## src/rtl/lfsr_gen.sv

```systemverilog
// Fibonacci LFSR: shifts left every clock, XOR of the tapped state bits enters bit 0.
// Power-up and reset load SEED; an all-zero state is forced to 1 so the register can never lock up.
module lfsr_gen #(
    parameter int                  NUM_BITS = 5,
    parameter logic [NUM_BITS-1:0] SEED     = NUM_BITS'(1),
    parameter logic [NUM_BITS-1:0] TAPS     = NUM_BITS'(5'h12)
) (
    input  logic                i_clk,
    input  logic                i_rst,
    output logic                o_randomBit,
    output logic [NUM_BITS-1:0] o_state
);

    localparam logic [NUM_BITS-1:0] ONE         = NUM_BITS'(1);
    localparam logic [NUM_BITS-1:0] RESET_VALUE = (SEED == '0) ? ONE : SEED;

    if (NUM_BITS < 2 || NUM_BITS > 32) begin : g_bad_width
        $error("lfsr_gen: NUM_BITS must be in the range 2..32");
    end

    if (TAPS[NUM_BITS-1] == 1'b0) begin : g_bad_taps
        $error("lfsr_gen: TAPS must include the most significant state bit");
    end

    // The declaration initialiser gives a valid state even if i_rst is never driven.
    logic [NUM_BITS-1:0] state = RESET_VALUE;
    logic [NUM_BITS-1:0] next_state;
    logic                fb;

    always_comb begin
        fb         = ^(state & TAPS);
        next_state = {state[NUM_BITS-2:0], fb};
        if (state == '0) begin
            next_state = ONE;
        end
    end

    always_ff @(posedge i_clk) begin
        if (i_rst) begin
            state <= RESET_VALUE;
        end else begin
            state <= next_state;
        end
    end

    assign o_state     = state;
    assign o_randomBit = state[NUM_BITS-1];

endmodule

```

## config.mk

```make
export PLATFORM = sky130hd
export DESIGN_NAME = lfsr_gen
export DESIGN_NICKNAME = d
export VERILOG_FILES = /design/src/rtl/lfsr_gen.sv
export SDC_FILE = /design/constraint.sdc
export NUM_CORES = 1
export LEC_CHECK = 0
export BUFFER_PORTS_ARGS = -buffer_cell sky130_fd_sc_hd__buf_2
export CAP_MARGIN = 20
export CORE_AREA = 2 2 39 41
export CTS_BUF_LIST = sky130_fd_sc_hd__clkbuf_16
export DETAILED_ROUTE_END_ITERATION = 16
export DIE_AREA = 0 0 41 43
export PLACE_DENSITY = 0.35
export SLEW_MARGIN = 25
export SYNTH_ARGS = -nofsm -noshare
export SYNTH_HDL_FRONTEND = slang
export SYNTH_SLANG_ARGS = --single-unit
```

## constraint.sdc

```tcl
create_clock -name i_clk -period 0.8 [get_ports i_clk]
set_input_delay 0.04 -clock i_clk [delete_from_list [all_inputs] [get_ports i_clk]]
set_output_delay 0.04 -clock i_clk [all_outputs]
set_load 0.1 [all_outputs]
```

After elaboration in Yosys (flattened, before gate mapping)
Index checks and enable logic that the tools add are counted.

Word-level logic and storage cells: 4. Register bits: 5. Input port bits: 2.

Reduce and logical (&&, ||, !) cells: 3.

Operator list (count): $logic_not A5 Y1 (1); $reduce_xor A5 Y1 (1); $reduce_or A2 Y1 (1).

Logic depth before layout (Yosys ltp)
Word-level depth: 2. Gate-level depth with buffers: 2. Depth with buffers taken out: 2.

Least setup slack after synthesis
No wires, ideal clock.

Path kind: register to register. From: reg state[4] (netlist: o_state[4]). To: reg state[0] (netlist: o_state[0]). Arrival time: 1.467 ns. Required time: 0.673 ns. Period minus slack after synthesis: 1.594 ns. Library setup time: 0.127 ns. Stages on the path, launching flop included: 3. Path slack: -0.794 ns. Path through: dfxtp_1 nor4_1 or3_1.

Cells in the longest elaborated chain, start to end: 2. Elaborated cells on any way between the ends: 3. Classes of those cells: reduce/logical: 3.

Ends and longest elaborated chain: start, declared (line 26) `logic [NUM_BITS-1:0] state = RESET_VALUE;`; start signal, assigned (line 42) `state <= next_state;`; $logic_not A5 Y1 (line 33) `if (state == '0) begin`; $reduce_or A2 Y1 (no line).

Several ways; a longest one is shown, not always the timed one. A chain may end at the register's enable or synchronous reset.

Final worst setup path
Ends and elaborated chain as after synthesis.

==> flow_summary_export.csv <==
group,metric,value,unit
status,outcome,"complete, but fails checks",
status,violations,"setup timing",
global_routing,grt_pass1_vias,159,
synth,seq_area_frac_synth,0.650,
drt,num_vias,143,
critical_path,path_class,"register to register",
timing,drv_slew,0,
synth,netlist.top_cell.by_area,"dfxtp_1",
cts,clk_pin_slew_worst_paths,0.03,ns
cts,cts_tree,"yes",
floorplan,initial_core_util,0.111,
timing,rsz0062_at_grt,"true",
global_routing,grt-ovfl-total,0,
floorplan,die_h,43,µm
timing,slew_headroom,0.860,
drt,post-route-drc-count,0,
floorplan,die_w,41,µm
synth,synth-seq-cells,5,
floorplan,core.rowCount,14,
cts,h-tree-depth,1,
critical_path,startpoint,"o_state[4]",
cells_and_area,multi_input_area,46.3,µm²
drt,drt_iter0_drc,2,
floorplan,pin_count,8,
critical_path,worstSetupStartpointType,"register",
cells_and_area,largest_reg_flops,5,
min_path,min_from,"i_rst",
cts,cts_root_buf,"clkbuf_16",
min_path,hp-class,"primary input to register",
timing,hold_violations,0,
timing,fmax,1.10,GHz
cts,cts-buffers-inserted,3,
cells_and_area,final_net_count,31,
cts,cts_resized,5,
cells_and_area,layout_commonest_cell,"buf_12",
drt,wl_per_cell,9.91,µm
synth,synthCells,13,
cells_and_area,mostFrequentLayoutCells,"buf_12, dfxtp_4, buf_6",
cells_and_area,drive_gt1_frac,0.714,
cts,postCtsSetupBuffers,0,
cts,clk_latency,0.23,ns
flow_run,drv_cap,0,
power,vdd_drop_max,0.858,mV
drt,routed_via_density,3.25,
floorplan,core,0.00138,mm²
critical_path,required,0.90,ns
global_routing,grt_pass1_wl,738,µm
cells_and_area,n_antenna_cell,0,
synth,synth_cell_types,6,
cells_and_area,num-fill-cells,137,
cts,clk_path_buf_depth,2,
drt,wl,436,µm
timing,whs,0.0275,ns
cts,ctsHoldBuffers,0,
placement,globalplace.congestion,0.677,
critical_path,r2r-start,"o_state[4]",
synth,ys_warn_count,0,
critical_path,cp_max_fo,3,
global_routing,grt_max_degree,6,
placement,portBuffers,7,
drt,antenna_left,0,
synth,syn_area_per_cell,11.8,µm²
placement,dp_hpwl,289,µm
synth,synth_top_area_share,0.650,
synth,yosys-top-cells-area,"dfxtp_1, nor2b_1, xor2_1",
critical_path,worst_setup_path_end_kind,"register",
timing,fin_crit_sh,1.14,
synth,syn_area,154,µm²
floorplan,die_area,0.00176,mm²
cts,cts_sinks,5,
cells_and_area,area_growth,189,%
global_routing,grtUsageTotal,0.0755,
cells_and_area,ff_latch_area,119,µm²
timing,final.setup.worst_slack,-0.113,ns
critical_path,arrival,1.01,ns
timing,min_period,0.913,ns
drt,drt-pass1-iter-count,2,
power,leakage,0.192,nW
timing,worst_pin_slew,0.208,ns
synth,syn_nets,15,
power,power.density,3060,mW/mm²
timing,finalSetupViolations,7,
global_routing,antenna_found_initial,0,
timing,skew,0.000249,ns
placement,place_ws,-0.0885,ns
==> critical path, cell delays in order (launching register included) <==
cell	delay (ns)
dfxtp_4	0.34
xor2_1	0.14
or3_1	0.30
==> cell type report <==
type	instances	share of cell area
clock buffers	3	0.169
multi-input cells	7	0.104
flip-flops and latches	5	0.267
clock inverters	1	0.00843
repair buffers	12	0.407
well taps	16	0.0449
==> final timing paths <==
check	end	slack [ns]	depth (start not counted)
worst min register to register	o_state[0]	0.58	2
worst min-delay path	o_state[3]	0.03	2
worst max register to register	o_state[0]	-0.11	2
worst max-delay path	o_state[0]	-0.11	2
==> kinds of logic after synthesis <==
group / synth area share
xor+xnor: 0.0569
buf+inv: 0.0488
flops: 0.650
simple gates: 0.244
==> synthesized netlist by cell type <==
cell type  number
dfxtp_1         5
nor2b_1         4
buf_4           1
nor4_1          1
or3_1           1
xor2_1          1
==> power by group <==
| part | switching [mW] | internal (mW) | total [mW] |
|---|---|---|---|
| combinational | 0.164 | 0.112 | 0.275 |
| sequential | 0.0142 | 0.263 | 0.278 |
| clock | 0.163 | 0.647 | 0.810 |
| total | 0.341 | 1.02 | 1.36 |
==> metal layers <==
layer	global-route usage	part of all wire
met1	0.0744	0.36
met2	0.0875	0.63
met3	0.0314	0.014
met4	0.120	0
met5	0	0
==> stage by stage <==
step,cell area (µm²),setup TNS (ns),total power [mW],std cells,util
floorplan,185,-0.268,0.432,13,-
global placement,348,-0.0862,0.542,40,0.251
finish,445,-0.581,1.36,44,0.322
CTS,445,-0.600,1.38,44,0.322
global route,445,-0.747,1.43,44,0.322
detailed placement,348,-0.0885,0.543,40,0.251
No activity file was read; power rests on OpenSTA's default activity.
